<file path="src/rtl/pairwise_gates_pkg.sv">
// Shared types for the pairwise-gate datapath: per-transaction operation code
// and the popcount width helper used to size count ports.
package pairwise_gates_pkg;

    typedef enum logic [1:0] {
        OP_AND  = 2'd0,
        OP_OR   = 2'd1,
        OP_XNOR = 2'd2,
        OP_XOR  = 2'd3
    } op_t;

    // Bits needed to hold a count from 0 up to nbits inclusive.
    function automatic int cnt_width(input int nbits);
        return $clog2(nbits + 1);
    endfunction

endpackage

</file>
<file path="src/rtl/pairwise_gates_comb.sv">
// Gates each bit with its upper neighbour (optionally wrapping the top bit to bit 0)
// and counts the ones in the result; purely combinational, no flow control.
module pairwise_gates_comb
    import pairwise_gates_pkg::*;
#(
    parameter int  NBITS = 100,
    parameter int  WRAP  = 0,
    localparam int CW    = cnt_width(NBITS)
) (
    input  logic [NBITS-1:0] word_i,
    input  op_t              op_i,
    output logic [NBITS-1:0] result_o,
    output logic [CW-1:0]    count_o
);

    logic [NBITS-1:0] partner;
    logic [NBITS-1:0] gated;
    logic [CW-1:0]    ones;

    // partner[i] = word_i[i+1]; the top position sees bit 0 and is masked when linear.
    assign partner = {word_i[0], word_i[NBITS-1:1]};

    always_comb begin
        gated = '0;
        case (op_i)
            OP_AND:  gated = word_i & partner;
            OP_OR:   gated = word_i | partner;
            OP_XNOR: gated = ~(word_i ^ partner);
            OP_XOR:  gated = word_i ^ partner;
            default: gated = '0;
        endcase
        if (WRAP == 0) begin
            gated[NBITS-1] = 1'b0;
        end
    end

    always_comb begin
        ones = '0;
        for (int i = 0; i < NBITS; i++) begin
            ones = ones + CW'(gated[i]);
        end
    end

    assign result_o = gated;
    assign count_o  = ones;

endmodule

</file>
<file path="src/rtl/pairwise_gates_pipe.sv">
// Two-stage valid/ready wrapper around pairwise_gates_comb; result visible two cycles after accept.
// Full backpressure: a stalled output holds all stages, and in_rdy follows out_rdy combinationally.
module pairwise_gates_pipe
    import pairwise_gates_pkg::*;
#(
    parameter int  NBITS = 100,
    parameter int  WRAP  = 0,
    localparam int CW    = cnt_width(NBITS)
) (
    input  logic             clk,
    input  logic             reset_n,
    input  logic             in_val,
    output logic             in_rdy,
    input  logic [NBITS-1:0] in_,
    input  logic [1:0]       in_op,
    output logic             out_val,
    input  logic             out_rdy,
    output logic [NBITS-1:0] out_,
    output logic [1:0]       out_op,
    output logic [CW-1:0]    out_count
);

    logic             s1_val_q, s1_val_d;
    logic [NBITS-1:0] s1_word_q, s1_word_d;
    op_t              s1_op_q, s1_op_d;

    logic             s2_val_q, s2_val_d;
    logic [NBITS-1:0] s2_res_q, s2_res_d;
    op_t              s2_op_q, s2_op_d;
    logic [CW-1:0]    s2_cnt_q, s2_cnt_d;

    logic             s1_adv;
    logic             s2_adv;
    logic [NBITS-1:0] comb_res;
    logic [CW-1:0]    comb_cnt;

    assign s2_adv = !s2_val_q || out_rdy;
    assign s1_adv = !s1_val_q || s2_adv;
    assign in_rdy = s1_adv && reset_n;

    pairwise_gates_comb #(
        .NBITS (NBITS),
        .WRAP  (WRAP)
    ) u_comb (
        .word_i   (s1_word_q),
        .op_i     (s1_op_q),
        .result_o (comb_res),
        .count_o  (comb_cnt)
    );

    // Data registers only load on a real transfer; an idle slot keeps stale don't-care data.
    always_comb begin
        s1_val_d  = s1_val_q;
        s1_word_d = s1_word_q;
        s1_op_d   = s1_op_q;
        if (s1_adv) begin
            s1_val_d = in_val;
            if (in_val) begin
                s1_word_d = in_;
                s1_op_d   = op_t'(in_op);
            end
        end
    end

    always_comb begin
        s2_val_d = s2_val_q;
        s2_res_d = s2_res_q;
        s2_op_d  = s2_op_q;
        s2_cnt_d = s2_cnt_q;
        if (s2_adv) begin
            s2_val_d = s1_val_q;
            if (s1_val_q) begin
                s2_res_d = comb_res;
                s2_op_d  = s1_op_q;
                s2_cnt_d = comb_cnt;
            end
        end
    end

    always_ff @(posedge clk or negedge reset_n) begin
        if (!reset_n) begin
            s1_val_q  <= 1'b0;
            s1_word_q <= '0;
            s1_op_q   <= OP_AND;
            s2_val_q  <= 1'b0;
            s2_res_q  <= '0;
            s2_op_q   <= OP_AND;
            s2_cnt_q  <= '0;
        end else begin
            s1_val_q  <= s1_val_d;
            s1_word_q <= s1_word_d;
            s1_op_q   <= s1_op_d;
            s2_val_q  <= s2_val_d;
            s2_res_q  <= s2_res_d;
            s2_op_q   <= s2_op_d;
            s2_cnt_q  <= s2_cnt_d;
        end
    end

    assign out_val   = s2_val_q;
    assign out_      = s2_res_q;
    assign out_op    = s2_op_q;
    assign out_count = s2_cnt_q;

endmodule

</file>
<file path="config.mk">
export PLATFORM = sky130hd
export DESIGN_NAME = pairwise_gates_pipe
export DESIGN_NICKNAME = d
export VERILOG_FILES = /design/src/rtl/pairwise_gates_pkg.sv /design/src/rtl/pairwise_gates_comb.sv /design/src/rtl/pairwise_gates_pipe.sv
export SDC_FILE = /design/constraint.sdc
export NUM_CORES = 1
export LEC_CHECK = 0
export ABC_AREA = 1
export CORE_MARGIN = 2
export CORE_UTILIZATION = 39
export CTS_CLUSTER_DIAMETER = 100
export DETAILED_ROUTE_END_ITERATION = 7
export GPL_TIMING_DRIVEN = 1
export PLACE_DENSITY = 0.58
export SLEW_MARGIN = 40
export SYNTH_ARGS = -nofsm -noshare
export SYNTH_HDL_FRONTEND = slang
export SYNTH_SLANG_ARGS = --single-unit
</file>
<file path="constraint.sdc">
create_clock -name clk -period 9.94 [get_ports clk]
set_input_delay 0.994 -clock clk [delete_from_list [all_inputs] [get_ports clk]]
set_output_delay 0.994 -clock clk [all_outputs]
set_load 0.02 [all_outputs]
</file>
==> impl_metrics.toml <==
[status]
status = "complete, no violations"

[routing]
drc = 0
routed_wl_um = 50000
drtIter0Drc = 679
ant_nets = 0
vias = 13200
first_pass_iters = 5
viasPerCell = 5.00
wire_per_inst_um = 18.9

[finish]
layout-drive-gt1-share_pct = 5.59
fillCellCount = 3973
fin_nets = 2503
diodes = 0
area_growth_pct = 21.3

[yosys]
ys_ff_latch = 212
syn_area_um2 = 16100
syn_area_per_cell_um2 = 8.38
post-synth-top-area-fraction_pct = 33.0
ys.flop_type = "dfrtp_1"
synthTopCellsByArea = "dfrtp_1 33%, ha_1 17%, nand2_1 12%"
synth_seq_area_share_pct = 33.0
synth_most_common_cell = "nand2_1"
syn_inst = 1921
yosysTopAreaCell = "dfrtp_1"
syn_nets = 2333
ys.warnings.count = 0
synthTopCellsByCount = "516 x nand2_1, 282 x inv_1, 219 x ha_1"
ys_types = 33
synth-edff-count = 0
synthArstFlopShare_pct = 100

[sta]
slew_viol_final = 0
tns_ns = 0
fin_crit_ns = 8.00
period_share_pct = 80.4
final-setup-viol-count = 0
rsz0062_at_grt = "no"
finalHoldViolations = 0
worstMarginPinSlew_ns = 0.843
max_freq_ghz = 0.125
relSlewSlack_pct = 43.8
skew_ns = 0.0156

[clocking]
clock_path_buffers = 3
cts_tree = "done"
clk_latency_ns = 0.55
root_buffer = "clkbuf_16"
clkTransAtPathRegs_ns = 0.06
cts_max_level = 1
post_cts_buffers = 0
cts_buffers = 26
cts_hold_buffers = 0
cts.sinks = 212
cts_resized = 0

[critical_path]
crit_start = "s1_op_q[1]"
r2r-start = "s1_op_q[1]"
critPathLaunchType = "flop"
worstSetupEndpoint = "out_count[6]"
rr_worst_depth = 30
r2r_end = "out_count[6]"
r2r_slack_ns = 1.94
cpMostUsedCell = "fa_1"
crit_path_max_incr_delay_ns = 0.55
critical_path_class = "flop to flop"
end_kind = "flop"
worst-path-max-fanout = 49
cp_data_required_time_ns = 10.37
path_depth = 30
cpMaxStageDelayCell = "fa_1"
cp_data_arrival_time_ns = 8.43
cp_num_buf_inv = 10
crit_family = "adder cells"

[floorplanning]
die_h_um = 207
pin_count = 217
dieWidth_um = 207
initial_core_util_pct = 39.5
rows = 74
design.core.area_um2 = 40700
die_area_um2 = 42900

[grt]
antenna_found_initial = 0
grt_max_degree = 96
grt_pass1_wl_um = 78700
grt_pass1_vias = 13500
grt_remaining_overflow = 0
grt_usage_pct = 23.5

[placement]
dpl.hpwl_um = 37400
gp_routability_congestion = 0.863
io_buffers = 215

[min_path]
hold_class = "input port to async pin"

[flow_run]
max_cap_viol_count = 0
==> cells in the final DEF (no fill, tap or decap), types with 2 or more instances in the layout <==
cell,count
dfrtp_1,211
o211ai_1,13
buf_6,5
clkbuf_8,4
clkdlybuf4s50_1,214
nor2_1,124
nand3_1,61
inv_1,282
nor3_1,19
o21ai_0,72
clkinv_2,2
nand2_2,2
nor2_4,2
o211ai_2,40
o21ai_1,32
or2_2,5
fa_1,87
ha_1,219
nand2_1,515
buf_4,13
a21oi_1,125
bufinv_16,4
clkinv_4,2
clkbuf_16,27
o22ai_1,3
inv_4,2
or2_1,3
clkbuf_1,7
==> worst register-to-register path: cells and delay by family, from the launching register on <==
kind / cells / cell delay, ns
AO/OA/AOI/OAI: 1 / 0.21
adder cells (fa/ha/maj): 11 / 5.03
buffers and inverters: 10 / 1.33
flip-flops: 1 / 0.41
AND/OR/NAND/NOR: 8 / 0.91
==> worst min-delay path by stage <==
stage,slack (ns),cells after the start,end,from
2_1_floorplan,0.48,2,out_val,s1_val_q
3_3_place_gp,0.47,2,out_[19],out_[19]
3_5_place_dp,0.47,2,out_[57],out_[57]
4_1_cts,0.48,2,out_count[6],out_count[6]
5_1_grt,0.31,1,s1_val_q,reset_n
6_report,0.32,1,s1_val_q,reset_n
==> sequential cells by signal, summed over array words and instances (netlist names) <==
name / cells
s1_op_q: 2
s1_word_q: 100
out_op: 2
out_: 99
out_val: 1
s1_val_q: 1
out_count: 7
==> through the flow <==
stage	utilization [%]	instance area, µm²	hold slack [ns]	setup WS (ns)	std cells
3_3_place_gp	45.6	18600	0.467	2.02	2594
4_1_cts	47.8	19500	0.485	1.91	2641
2_1_floorplan	-	16100	0.478	2.90	1921
6_report	47.9	19500	0.317	1.94	2642
5_1_grt	47.9	19500	0.313	1.46	2642
3_5_place_dp	45.6	18600	0.469	1.93	2594
==> cell families after synthesis <==
logic type	share of synthesized area, %
flip-flops	33.0
buffers and inverters	9.84
other	0.0233
XOR/XNOR	0.0544
AO/OA/AOI/OAI	11.2
adder cells (fa/ha/maj)	27.8
AND/OR/NAND/NOR	18.0
==> per-layer routing <==
layer | vias to the layer above | global-route usage [%] | part of all wire [%]
met4 | 0 | 9.14 | 3.9
met3 | 80 | 2.79 | 5.4
li1 | 6328 | - | -
met5 | - | 0 | 0
met2 | 418 | 40.0 | 48
met1 | 6384 | 30.5 | 42
==> layout make-up <==
cell class,instances,area (µm²),share of cell area [%]
clock buffers,38,757,3.88
clock inverters,9,155,0.794
inverters,285,1070,5.50
multi-input cells,1331,9210,47.2
flip-flops and latches,212,5310,27.2
well taps,532,666,3.41
repair buffers,235,2360,12.1
Power is left out: the tool's default activity adds up to more than one toggle a clock period on the data nets, which glitch-free logic cannot reach.
